===== src/rtl/display_pkg.sv =====
// Shared types, constants and segment decoding for the six-digit display controller.
package display_pkg;

  localparam int NUM_DIGITS = 6;
  localparam int SEG_W      = 7;
  localparam int SRC_W      = NUM_DIGITS * 4;
  localparam int NUM_SRC    = 3;
  localparam int NUM_BTN    = 3;
  localparam int HEX_W      = NUM_DIGITS * SEG_W;

  // Active-low segment patterns: every segment off, and only segment g lit.
  localparam logic [SEG_W-1:0] SEG_BLANK = 7'h7F;
  localparam logic [SEG_W-1:0] SEG_DASH  = 7'h3F;

  typedef enum logic [1:0] {
    SHOW  = 2'd0,
    MSG   = 2'd1,
    BLANK = 2'd2
  } state_t;

  // Single hex nibble to active-low segments, bit 0 = a ... bit 6 = g.
  function automatic logic [SEG_W-1:0] hex_to_seg(input logic [3:0] nibble);
    logic [SEG_W-1:0] seg;
    unique case (nibble)
      4'h0: seg = 7'h40;
      4'h1: seg = 7'h79;
      4'h2: seg = 7'h24;
      4'h3: seg = 7'h30;
      4'h4: seg = 7'h19;
      4'h5: seg = 7'h12;
      4'h6: seg = 7'h02;
      4'h7: seg = 7'h78;
      4'h8: seg = 7'h00;
      4'h9: seg = 7'h10;
      4'hA: seg = 7'h08;
      4'hB: seg = 7'h03;
      4'hC: seg = 7'h46;
      4'hD: seg = 7'h21;
      4'hE: seg = 7'h06;
      default: seg = 7'h0E;
    endcase
    return seg;
  endfunction

  // Whole 24-bit word to the 42-bit bus; nibble d drives digit d.
  function automatic logic [HEX_W-1:0] decode_word(input logic [SRC_W-1:0] word);
    logic [HEX_W-1:0] segs;
    segs = '0;
    for (int d = 0; d < NUM_DIGITS; d++) begin
      segs[d*SEG_W +: SEG_W] = hex_to_seg(word[d*4 +: 4]);
    end
    return segs;
  endfunction

endpackage


===== src/rtl/btn_debounce.sv =====
// One push button: 2-FF synchronizer, level debouncer and a one-cycle press pulse
// on the debounced 1->0 transition (keys are active-low).
module btn_debounce
  import display_pkg::*;
#(
  parameter int DEBOUNCE_CYCLES = 50000
) (
  input  logic clk,
  input  logic rst,
  input  logic btn,
  output logic press
);

  localparam int CNT_W = (DEBOUNCE_CYCLES > 1) ? $clog2(DEBOUNCE_CYCLES) : 1;
  localparam logic [CNT_W-1:0] CNT_LAST = CNT_W'(DEBOUNCE_CYCLES - 1);

  logic             sync1;
  logic             sync2;
  logic             stable;
  logic [CNT_W-1:0] cnt;

  // Synchronize, then accept a new level only after it has persisted long enough.
  // NOTE: sequential state uses non-blocking assignments so every register
  // samples the pre-edge values, independent of statement order.
  always_ff @(posedge clk) begin
    if (rst) begin
      sync1  <= 1'b1;
      sync2  <= 1'b1;
      stable <= 1'b1;
      cnt    <= '0;
      press  <= 1'b0;
    end else begin
      sync1 <= btn;
      sync2 <= sync1;
      press <= 1'b0;
      if (sync2 == stable) begin
        cnt <= '0;
      end else if (cnt == CNT_LAST) begin
        stable <= sync2;
        cnt    <= '0;
        press  <= ~sync2;
      end else begin
        cnt <= cnt + CNT_W'(1);
      end
    end
  end

endmodule


===== src/rtl/display_ctrl.sv =====
// Display controller: source scheduling, timed message override and blanking
// for the six-digit seven-segment bus.
module display_ctrl
  import display_pkg::*;
#(
  parameter int DEBOUNCE_CYCLES = 50000,
  parameter int HOLD_CYCLES     = 100000000
) (
  input  logic                     clk_clk,
  input  logic                     reset_reset,
  input  logic [NUM_BTN-1:0]       buttons,
  input  logic [NUM_SRC*SRC_W-1:0] src_data,
  input  logic [NUM_SRC-1:0]       src_valid,
  input  logic                     msg_valid,
  input  logic [SRC_W-1:0]         msg_data,
  output logic                     msg_ready,
  output logic [HEX_W-1:0]         hex_out,
  output logic [1:0]               sel_out
);

  localparam int HOLD_W = (HOLD_CYCLES > 1) ? $clog2(HOLD_CYCLES) : 1;
  localparam logic [HOLD_W-1:0] HOLD_LOAD = HOLD_W'(HOLD_CYCLES - 1);

  logic [NUM_BTN-1:0] press;

  state_t             state, state_n;
  state_t             ret_state, ret_n;
  logic [HOLD_W-1:0]  hold_cnt, hold_n;
  logic [SRC_W-1:0]   msg_word, msg_n;
  logic [1:0]         sel, sel_n;
  logic [HEX_W-1:0]   hex_n;
  logic               handshake;
  logic [SRC_W-1:0]   cur_word;
  logic               cur_valid;

  for (genvar i = 0; i < NUM_BTN; i++) begin : g_btn
    btn_debounce #(.DEBOUNCE_CYCLES(DEBOUNCE_CYCLES)) u_btn (
      .clk   (clk_clk),
      .rst   (reset_reset),
      .btn   (buttons[i]),
      .press (press[i])
    );
  end

  function automatic logic [1:0] inc3(input logic [1:0] s);
    return (s == 2'd2) ? 2'd0 : s + 2'd1;
  endfunction

  // Next valid source after cur, wrapping back to cur; plain +1 if none valid.
  function automatic logic [1:0] next_sel(input logic [1:0] cur, input logic [NUM_SRC-1:0] valid);
    logic [1:0] c1;
    logic [1:0] c2;
    c1 = inc3(cur);
    c2 = inc3(c1);
    if (valid[c1])       return c1;
    else if (valid[c2])  return c2;
    else if (valid[cur]) return cur;
    else                 return c1;
  endfunction

  // Live view of the currently selected source.
  always_comb begin
    unique case (sel)
      2'd1:    begin cur_word = src_data[1*SRC_W +: SRC_W]; cur_valid = src_valid[1]; end
      2'd2:    begin cur_word = src_data[2*SRC_W +: SRC_W]; cur_valid = src_valid[2]; end
      default: begin cur_word = src_data[0 +: SRC_W];      cur_valid = src_valid[0]; end
    endcase
  end

  assign msg_ready = (state != MSG);
  assign sel_out   = sel;

  // Next-state, hold counter, selection and the next display image.
  // NOTE: every output of this block gets a default first so no path leaves
  // a signal unassigned, which would otherwise infer a latch.
  always_comb begin
    state_n   = state;
    ret_n     = ret_state;
    hold_n    = hold_cnt;
    msg_n     = msg_word;
    sel_n     = sel;
    hex_n     = {NUM_DIGITS{SEG_BLANK}};
    handshake = msg_valid && msg_ready;

    unique case (state)
      SHOW: begin
        hex_n = cur_valid ? decode_word(cur_word) : {NUM_DIGITS{SEG_DASH}};
        if (handshake) begin
          state_n = MSG;
          ret_n   = SHOW;
          hold_n  = HOLD_LOAD;
          msg_n   = msg_data;
        end else if (press[1]) begin
          state_n = BLANK;
        end else if (press[0]) begin
          sel_n = next_sel(sel, src_valid);
        end
      end
      BLANK: begin
        if (handshake) begin
          state_n = MSG;
          ret_n   = BLANK;
          hold_n  = HOLD_LOAD;
          msg_n   = msg_data;
        end else if (press[1]) begin
          state_n = SHOW;
        end
      end
      MSG: begin
        hex_n = decode_word(msg_word);
        // Expiry and dismiss coincide harmlessly: both select the saved state.
        if (press[2] || hold_cnt == '0) begin
          state_n = ret_state;
        end else begin
          hold_n = hold_cnt - HOLD_W'(1);
        end
      end
      default: state_n = SHOW;
    endcase
  end

  // State, context registers and the registered segment bus.
  always_ff @(posedge clk_clk) begin
    if (reset_reset) begin
      state     <= SHOW;
      ret_state <= SHOW;
      hold_cnt  <= '0;
      msg_word  <= '0;
      sel       <= 2'd0;
      hex_out   <= {NUM_DIGITS{SEG_BLANK}};
    end else begin
      state     <= state_n;
      ret_state <= ret_n;
      hold_cnt  <= hold_n;
      msg_word  <= msg_n;
      sel       <= sel_n;
      hex_out   <= hex_n;
    end
  end

endmodule


===== config.mk =====
export PLATFORM = sky130hd
export DESIGN_NAME = display_ctrl
export DESIGN_NICKNAME = d
export VERILOG_FILES = /design/src/rtl/display_pkg.sv /design/src/rtl/btn_debounce.sv /design/src/rtl/display_ctrl.sv
export SDC_FILE = /design/constraint.sdc
export NUM_CORES = 1
export LEC_CHECK = 0
export CAP_MARGIN = 10
export CORE_MARGIN = 5
export CORE_UTILIZATION = 50
export DETAILED_ROUTE_END_ITERATION = 6
export HOLD_SLACK_MARGIN = 0.1
export PLACE_DENSITY = 0.74
export SYNTH_ARGS = -nofsm -noshare
export SYNTH_HDL_FRONTEND = slang
export SYNTH_SLANG_ARGS = --single-unit

===== constraint.sdc =====
create_clock -name clk_clk -period 4.3 [get_ports clk_clk]
set_input_delay 0.645 -clock clk_clk [delete_from_list [all_inputs] [get_ports clk_clk]]
set_output_delay 0.645 -clock clk_clk [all_outputs]
set_load 0.01 [all_outputs]

==> impl_results.md, run 1 <==
* Outcome: completed
* Clock period minus worst slack at 3390 ps
* Share of cells above drive strength 1 at 6.82%
* CP max stage cell: ha_2
* Synthesized Nets at 1479
* CP bufs+invs at 2
* Final hold vios at 0
* Die Wd at 159 um
* Pins Over Slew Limit at 0
* WP data arrival at 3700 ps
* Synth Area per Inst at 8.58 um2
* DR pass1 iterations at 5
* Post-DR wirelength/cell at 17.0 um
* Synthesized area at 0.0111 mm2
* Clock sink count at 200
* Antenna viol nets, final at 0
* Area of the multi-input gates at 0.00651 mm2
* Critical Path RT at 4610 ps
* Depth of the CTS H-tree at 4
* Num CTS Buffers at 17
* Max cap viols at 0
* Fillers at 1914
* Setup Viol. Count Final at 0
* Root Driver: clkbuf_16
* Total GRT Usage at about 22%
* Total core area at 0.0218 mm2
* Non-Filler Cell Area, Final at about 0.013 mm2
* Nets at 1599
* Initial antenna violation count at 0
* DR iter-0 viols at 798
* Pre-CTS setup slack at ~960 ps
* Number of cells on the critical path at 7
* Post-Syn Instances at roughly 1300
* Hold depth at 1
* CTS Buffer Depth at 2
* Post-CTS Setup Bufs at 0
* DR vias at 9651
* Utilization after layout at between 60% and 70%
* I/O pin count at 150
* Antenna diode count at 0
* PortBufs at 149
* Fmax at 0.295 GHz
* Synth Flop Type: dfxtp_1
* Reg2Reg Depth at 7
* Row count at 54
* Worst Path Max Fanout at 32
* Setup TNS at 0 ps
* Placed Cells at 1670
* Initial Utilization at between 50 and 60%
* Post-CTS Hold Fix Bufs at 0
* Final WL at 28900 um
* Detail Placement HPWL at 21800 um
* Register area at 0.00400 mm2
* Final worst slack at 911 ps
* Asr flop ratio synth at 0%
* Leakage at around 5.4 nW
* Unique masters post-synth at 64
* Slew @ Worst Pin at 934 ps
* Area grow syn2layout at 20.7%
* Hold Path Class: flop to flop
* Final Skew at 8.54 ps
* Largest net degree at the start of global routing at 35
* Crit-path cells: inv_1 -> ha_2 -> nor2_1 -> a2111oi_0 -> buf_4 -> nand2_1 -> o32a_1
* WHS at 412 ps
* Post-synthesis sequential area ratio at 36.2%
* Flops & latches, synth at 200
* Drc violations at 0
* Die height at between 150 and 200 um
* Vias in the first global route at 8823
* CTS tree: done
* Cell Count, Final, Fillers Out at between 1500 and 2000
* Maximum VDD drop at between 0.2 and 0.3 mV
* Yosys warns at 0
* Critical setup path kind: flop to flop
* Drt via density at 5.67
* Grt total ovfl at 0
* Worst relative slew slack at 37.5%
* CP top delay family: compound AO/OA/AOI/OAI gates
* Post-placement cell area at between 0.01 and 0.015 mm2
* P per Cell Area at 334 mW/mm2
* Worst setup SP type: flop
* Clock Latency Late Sink at between 400 and 500 ps
* Global-route wire length before repair at between 40000 and 50000 um
* Placer Congestion at just under 0.9
* Resize count post-CTS at 0
* Worst-path clk slew at roughly 70 ps
* Crit end category: flop
* Tot Pwr at 4.46 mW
* RSZ-0062 raised after global routing: false
* Worst path max stage delay at 760 ps
* Die area at roughly 0.025 mm2
* Tcrit/Tclk final at 78.8%
* EDFF count, synth at 0
==> cells in the mapped netlist (23+ instances only) <==
| cell type | instances | area [um2] |
|---|---|---|
| a21oi_1 | 80 | 400 |
| clkbuf_1 | 51 | 191 |
| dfxtp_1 | 200 | 4000 |
| ha_1 | 85 | 1060 |
| inv_1 | 72 | 270 |
| mux2i_1 | 60 | 601 |
| nand2_1 | 93 | 349 |
| nand3_1 | 40 | 200 |
| nor2_1 | 134 | 503 |
| nor3_1 | 30 | 150 |
| o21ai_0 | 45 | 225 |
| o22ai_1 | 25 | 156 |
| or2_2 | 23 | 144 |
| xnor2_1 | 36 | 315 |
| xor2_1 | 27 | 236 |
==> path summary, 6_finish.rpt <==
kind | from | end | slack [ps]
min reg2reg | g_btn[2].u_btn.sync1 | g_btn[2].u_btn.sync2 | 410
max reg2reg | sel_out[0] | hex_out[2] | 910
max | sel_out[0] | hex_out[2] | 910
min | g_btn[2].u_btn.sync1 | g_btn[2].u_btn.sync2 | 410
==> final cells by class <==
type | count | share of cell area (%)
clock inverters | 12 | 0.976
clock buffers | 20 | 3.27
inverters | 76 | 2.14
repair buffers | 167 | 12.2
well taps | 280 | 2.63
multi-input cells | 947 | 48.8
flip-flops and latches | 200 | 30.0
==> worst register-to-register path: stages (launching register included) <==
cell and delay, ps:
dfxtp_1 440, inv_1 140, ha_2 760, nor2_1 140
a2111oi_0 580, buf_4 240, nand2_1 450, o32a_1 530
==> report_power, final <==
part | internal, mW | switching (mW) | leakage (nW)
logic | 0.397 | 0.433 | 3.49
registers | 1.99 | 0.0843 | 1.64
clock network | 0.820 | 0.736 | 0.274
total | 3.20 | 1.25 | 5.41
==> metal layers <==
layer | wire [um] | vias to the layer above | global-route usage (%)
met2 | 12500 | 301 | 32.5
met5 | 0 | - | 0
met1 | 14400 | 4487 | 33.4
met4 | 328 | 0 | 4.77
li1 | - | 4840 | -
met3 | 1630 | 23 | 3.34
==> layout by cell type (no fill, tap or decap), types with 17 or more instances in the layout <==
cell type        synthesis  routed
dfxtp_1                200     200
or2_2                   23      23
xor2_1                  27      27
inv_1                   72      72
buf_4                    0      18
a21oi_1                 80      80
a31oi_1                 18      18
nor3_1                  30      30
nand2_1                 93      93
clkdlybuf4s50_1          0     148
o22ai_1                 25      25
and3_1                  18      18
xnor2_1                 36      36
nor2_1                 134     134
a22oi_1                 17      17
clkbuf_16                0      17
ha_1                    85      84
nand3_1                 40      40
a21o_1                  18      18
mux2i_1                 60      60
o21ai_0                 45      45
==> logic make-up (layout without fill, tap and decap cells) <==
kind of cell | count (synthesis) | in the layout | synth area share (%)
compound gates | 296 | 296 | 17.6
xor+xnor | 63 | 63 | 4.99
fa+ha+maj | 85 | 85 | 9.62
buf+inv | 142 | 275 | 4.93
flops | 200 | 200 | 36.2
mux | 72 | 72 | 7.27
simple gates | 431 | 431 | 19.4
Note: power is estimated with default switching activity, not from simulation.
==> inputs of run 2 (changes only) <==
==> constraint.sdc (replaced) <==
create_clock -name clk_clk -period 3.3 [get_ports clk_clk]
set_input_delay 0.495 -clock clk_clk [delete_from_list [all_inputs] [get_ports clk_clk]]
set_output_delay 0.495 -clock clk_clk [all_outputs]
set_load 0.01 [all_outputs]
==> run 2 against run 1 <==
  * Critical path depth is 2 higher
  * Clock skew is 0.62 ps higher
  * Routed wire length is 0.20% higher
  * Core utilization is 0.67 points higher
  * First-iteration DRC count is 9.6% lower
  * Largest cell class unchanged
  * Highest routed layer unchanged
==> impl_results.md, run 2 (same netlist as run 1, synthesis figures left out) <==
* Drc violations at 0 (unchanged)
* Clock sink count at 200 (unchanged)
* Fillers at 1903 (-0.57%)
* Initial Utilization at 50.7% (unchanged)
* Depth of the CTS H-tree at 4 (unchanged)
* Slew @ Worst Pin at 782 ps (-152 ps)
* Reg2reg start: sel_out[0]
* Reg2Reg Depth at 9 (+2)
* Antenna viol nets, final at 0 (unchanged)
* Fmax at 0.347 GHz (+18%)
* Antenna diode count at 0 (unchanged)
* Die height at 159 um (unchanged)
* Post-CTS Hold Fix Bufs at 0 (unchanged)
* Final hold vios at 0 (unchanged)
* Critical Path RT at 3610 ps (-1000 ps)
* Total GRT Usage at 22.3% (+0.45 points)
* R2R setup slack at 420 ps (-490 ps)
* Area grow syn2layout at 22.0%
* Outcome: completed
* RSZ-0062 raised after global routing: false
* Critical setup path kind: flop to flop
* PortBufs at 149 (unchanged)
* Largest net degree at the start of global routing at 74 (+110%)
* Hold Path Class: flop to flop
* Grt total ovfl at 0 (unchanged)
* Pins Over Slew Limit at 0 (unchanged)
* Die area at 0.0252 mm2 (unchanged)
* Share of cells above drive strength 1 at 7.87% (+1.1 points)
* Vias in the first global route at 9243 (+4.8%)
* Tcrit/Tclk final at 87.3% (+8.5 points)
* Maximum VDD drop at 0.355 mV (+39%)
* DR pass1 iterations at 5 (unchanged)
* Endpoint, Worst Hold: g_btn[2].u_btn.sync2
* Non-Filler Cell Area, Final at 0.0135 mm2 (+1.1%)
* RR Endpoint: hex_out[24]
* Leading cell type in the layout, fill and taps excluded: dfxtp_1
* I/O pin count at 150 (unchanged)
* Most frequent cells in the layout: 200 x dfxtp_1, 148 x clkdlybuf4s50_1, 134 x nor2_1, 93 x nand2_1, 84 x ha_1
* Global-route wire length before repair at 47700 um (+2.3%)
* Drt via density at 5.70 (+0.59%)
* Crit end category: flop
* Leakage at 5.50 nW (+1.6%)
* Num CTS Buffers at 17 (unchanged)
* CTS Buffer Depth at 2 (unchanged)
* Detail Placement HPWL at 21800 um (about the same)
* Clock period minus worst slack at 2880 ps (-508 ps)
* Max cap viols at 0 (unchanged)
* Final Skew at 9.16 ps (+0.618 ps)
* WP data arrival at 3190 ps (-510 ps)
* Worst relative slew slack at 47.7% (+10 points)
* Final WL at 29000 um (+0.20%)
* Total core area at 0.0218 mm2 (unchanged)
* Root Driver: clkbuf_16
* Initial antenna violation count at 0 (unchanged)
* Row count at 54 (unchanged)
* Resize count post-CTS at 0 (unchanged)
* Worst setup SP type: flop
* Hold depth at 1 (unchanged)
* Clock Latency Late Sink at 430 ps (about the same)
* Setup Viol. Count Final at 0 (unchanged)
* Post-DR wirelength/cell at 16.9 um (-0.56%)
* Post-placement cell area at 0.0129 mm2 (+1.1%)
* Hold_sp: g_btn[2].u_btn.sync1
* DR iter-0 viols at 721 (-9.6%)
* CTS tree: done
* Setup TNS at 0 ps (unchanged)
* Placer Congestion at 0.933 (+4.5%)
* Tot Pwr at 5.79 mW (+30%)
* Die Wd at 159 um (unchanged)
* Worst-path clk slew at 70 ps (about the same)
* DR vias at 9782 (+1.4%)
* Worst Path Max Fanout at 32 (unchanged)
* Post-CTS Setup Bufs at 0 (unchanged)
* P per Cell Area at 429 mW/mm2 (+28%)
* Nets at 1613 (+0.88%)
==> run 2: cell count changes in the layout (fill, tap and decap cells not counted) <==
cell        delta
buf_12         +3
bufinv_16      -1
clkinvlp_4     -1
ha_2           -1
clkinv_8       +2
clkbuf_1       -3
ha_4           +1
clkinv_2       +2
buf_4         +11
==> run 2: per-layer routing <==
| metal | wire (um) | track usage (%) | part of all wire, % |
|---|---|---|---|
| met1 | 14500 | 33.5 | 50 |
| met2 | 12400 | 32.9 | 43 |
| met3 | 1560 | 3.91 | 5.4 |
| met4 | 489 | 5.91 | 1.7 |
| met5 | 0 | 0 | 0 |
==> run 2: final cells by class <==
cell class                      count  area, um2  area share [%]
Timing Repair Buffer              181       1760            13.1
Clock inverter                     14        135            1.00
Inverter                           76        285            2.12
Sequential cell                   200       4000            29.7
Multi-Input combinational cell    947       6520            48.4
Clock buffer                       17        425            3.15
Tap cell                          280        350            2.60
==> run 2: how the worst max path moves through the flow <==
stage / cells past startpoint / slack, ps / from / endpoint
after global routing: 9 / 140 / sel_out[0] / hex_out[24]
after detailed placement: 9 / 250 / sel_out[0] / hex_out[17]
final: 9 / 420 / sel_out[0] / hex_out[24]
after global placement: 9 / 410 / sel_out[0] / hex_out[17]
after floorplan: 13 / 90 / sel_out[0] / hex_out[38]
after CTS: 9 / 260 / sel_out[0] / hex_out[17]
==> run 2: worst max-delay path, stage by stage, from the launching register on <==
cell and delay (ps):
dfxtp_1 420, inv_1 150, ha_1 270, buf_12 180
a22o_1 250, mux2i_1 490, inv_1 220, ha_1 290
a2111oi_0 380, o31ai_1 120
==> run 2: through the flow <==
stage,std cells,hold slack (ps),worst slack (ps),utilization (%)
5_1_grt,1715,427,138,61.8
6_report,1715,419,419,61.8
3_3_place_gp,1684,403,406,59.2
4_1_cts,1715,423,259,61.7
3_5_place_dp,1684,397,255,59.2
2_1_floorplan,1289,389,85.7,-
==> run 2: power breakdown <==
group / total [mW] / switching, mW / internal [mW]
combinational: 1.11 / 0.575 / 0.536
clock: 1.98 / 0.986 / 0.997
sequential: 2.69 / 0.103 / 2.59
total: 5.79 / 1.66 / 4.12
==> inputs of run 3 (changes only) <==
--- a/config.mk
+++ b/config.mk
@@ -10,6 +10,7 @@
 export CORE_UTILIZATION = 50
 export DETAILED_ROUTE_END_ITERATION = 6
 export HOLD_SLACK_MARGIN = 0.1
+export MAX_ROUTING_LAYER = met4
 export PLACE_DENSITY = 0.74
 export SYNTH_ARGS = -nofsm -noshare
 export SYNTH_HDL_FRONTEND = slang
==> run 3 against run 2 <==
  * Sequential share of layout area fell by 0.23 points
  * Fmax fell by 2.7%
  * Routed wire length rose by 0.60%
  * Hold slack improved by 7.9 ps
  * Register-to-register slack got worse by 80 ps
  * Non-clock buffer count rose by 3
  * Clock skew rose by 6.2 ps
  * Core utilization rose by 0.49 points
  * Critical endpoint is now hex_out[5]
==> impl_results.md, run 3 (same netlist as run 1, synthesis figures left out) <==
* Outcome: completed
* DR top layer: met4
* WHS at 427 ps (+7.93 ps)
* Worst setup SP type: flop
* PortBufs at 149 (unchanged)
* Depth of the CTS H-tree at 4 (unchanged)
* Worst relative slew slack at 45.9% (-1.7 points)
* Initial antenna violation count at 2 (+2)
* Critical setup path kind: flop to flop
* Antenna viol nets, final at 0 (unchanged)
* Row count at 54 (unchanged)
* Final Skew at 15.3 ps (+6.16 ps)
* Die area at 0.0252 mm2 (unchanged)
* RSZ-0062 raised after global routing: false
* Tcrit/Tclk final at 89.7% (+2.4 points)
* Met2 WL at 12700 um (+2.4%)
* CP top delay family: compound AO/OA/AOI/OAI gates
* Hold Path Class: flop to flop
* Non-Filler Cell Area, Final at 0.0136 mm2 (+0.79%)
* Worst-path clk slew at 80 ps (about the same)
* Crit-path cells: inv_1 -> ha_1 -> buf_4 -> a22oi_1 -> a21o_1 -> inv_1 -> ha_1 -> mux2_2 -> o21ai_0 -> a21oi_1 -> o32a_1
* Placer Congestion at 0.986 (+5.6%)
* Setup Viol. Count Final at 0 (unchanged)
* CP bufs+invs at 3 (unchanged)
* CTS tree: done
* Fmax at 0.338 GHz (-2.7%)
* Post-CTS Setup Bufs at 0 (unchanged)
* Drt via density at 5.67 (-0.64%)
* Setup TNS at 0 ps (unchanged)
* Post-placement cell area at 0.0129 mm2 (about the same)
* Critical Path RT at 3630 ps (+20 ps)
* Final WL at 29100 um (+0.60%)
* Final worst slack at 340 ps (-79.6 ps)
* Pre-CTS setup slack at 317 ps (+62.3 ps)
* Pins Over Slew Limit at 0 (unchanged)
* Initial Utilization at 50.7% (unchanged)
* Leakage at 5.54 nW (+0.89%)
* Num CTS Buffers at 17 (unchanged)
* CTS Buffer Depth at 2 (unchanged)
* Die height at 159 um (unchanged)
* Cell Count, Final, Fillers Out at 1720 (+0.29%)
* Post-CTS Hold Fix Bufs at 0 (unchanged)
* Maximum VDD drop at 0.347 mV (-2.2%)
* Post-DR wirelength/cell at 16.9 um (+0.31%)
* Placed Cells at 1687 (+0.18%)
* Global-route wire length before repair at 47400 um (-0.54%)
* R2R setup slack at 340 ps (-80 ps)
* Leading cell type in the layout, fill and taps excluded: dfxtp_1
* Clock period minus worst slack at 2960 ps (+79.6 ps)
* Drc violations at 0 (unchanged)
* Clock sink count at 200 (unchanged)
* Share of cells above drive strength 1 at 8.13% (+0.26 points)
* Final hold vios at 0 (unchanged)
* I/O pin count at 150 (unchanged)
* DR vias at 9748 (-0.35%)
* Grt total ovfl at 0 (unchanged)
* Nets at 1616 (+0.19%)
* DR iter-0 viols at 922 (+28%)
* CP max stage cell: dfxtp_1
* Root Driver: clkbuf_16
* Max cap viols at 0 (unchanged)
* Total core area at 0.0218 mm2 (unchanged)
* Vias in the first global route at 9149 (-1.0%)
* Worst path max stage delay at 420 ps (-70 ps)
* Wl on met1 at 14400 um (-1.3%)
* Slew @ Worst Pin at 808 ps (+26.0 ps)
* Crit end category: flop
* Worst Path Max Fanout at 27 (-16%)
* Largest net degree at the start of global routing at 30 (-59%)
* Clock Latency Late Sink at 440 ps (about the same)
* WP data arrival at 3290 ps (+100 ps)
* Die Wd at 159 um (unchanged)
* P per Cell Area at 447 mW/mm2 (+4.2%)
* Total GRT Usage at 22.9% (+0.58 points)
* Fillers at 1892 (-0.58%)
* Most frequent cells in the layout: 200 x dfxtp_1, 148 x clkdlybuf4s50_1, 134 x nor2_1, 93 x nand2_1, 84 x ha_1
* Area grow syn2layout at 22.9%
* DR WL met3 at 1770 um (+13%)
* Detail Placement HPWL at 22100 um (+1.6%)
* DR pass1 iterations at 5 (unchanged)
## run 3: final timing paths
kind / start / endpoint / cells past startpoint
worst max-delay path: sel_out[0] / hex_out[5] / 11
worst min-delay path: g_btn[2].u_btn.sync1 / g_btn[2].u_btn.sync2 / 1
worst min register to register: g_btn[2].u_btn.sync1 / g_btn[2].u_btn.sync2 / 1
worst max register to register: sel_out[0] / hex_out[5] / 11
## run 3: metrics by stage
| step | power (mW) | utilization, % |
|---|---|---|
| after global routing | 6.33 | 62.3 |
| final | 6.08 | 62.3 |
| after global placement | 3.83 | 59.2 |
| after CTS | 6.10 | 62.2 |
| after detailed placement | 3.84 | 59.2 |
| after floorplan | 3.34 | - |
## run 3: timing repair
action / CTS / global route
resized for setup: 0 / 1
setup endpoints to repair: 0 / 2
hold endpoints to repair: 0 / 0
## run 3: routing by layer
layer	vias to the layer above	global-route usage [%]
met2	338	33.7
met4	0	4.54
met1	4508	33.4
met3	27	3.47
met5	-	-
li1	4875	-
## run 3: layout make-up
cell class	count	area [um2]	area share, %
Multi-Input combinational cell	947	6520	48.0
Sequential cell	200	4000	29.5
Timing Repair Buffer	184	1760	13.0
Clock buffer	17	425	3.13
Tap cell	280	350	2.58
Inverter	76	285	2.10
Clock inverter	15	241	1.78
Antenna cell	1	2.50	0.0184
## run 3: where the power goes
| group | switching, mW | leakage, nW | internal [mW] |
|---|---|---|---|
| clock | 1.08 | 0.321 | 1.19 |
| sequential | 0.103 | 1.64 | 2.59 |
| combinational | 0.578 | 3.58 | 0.536 |
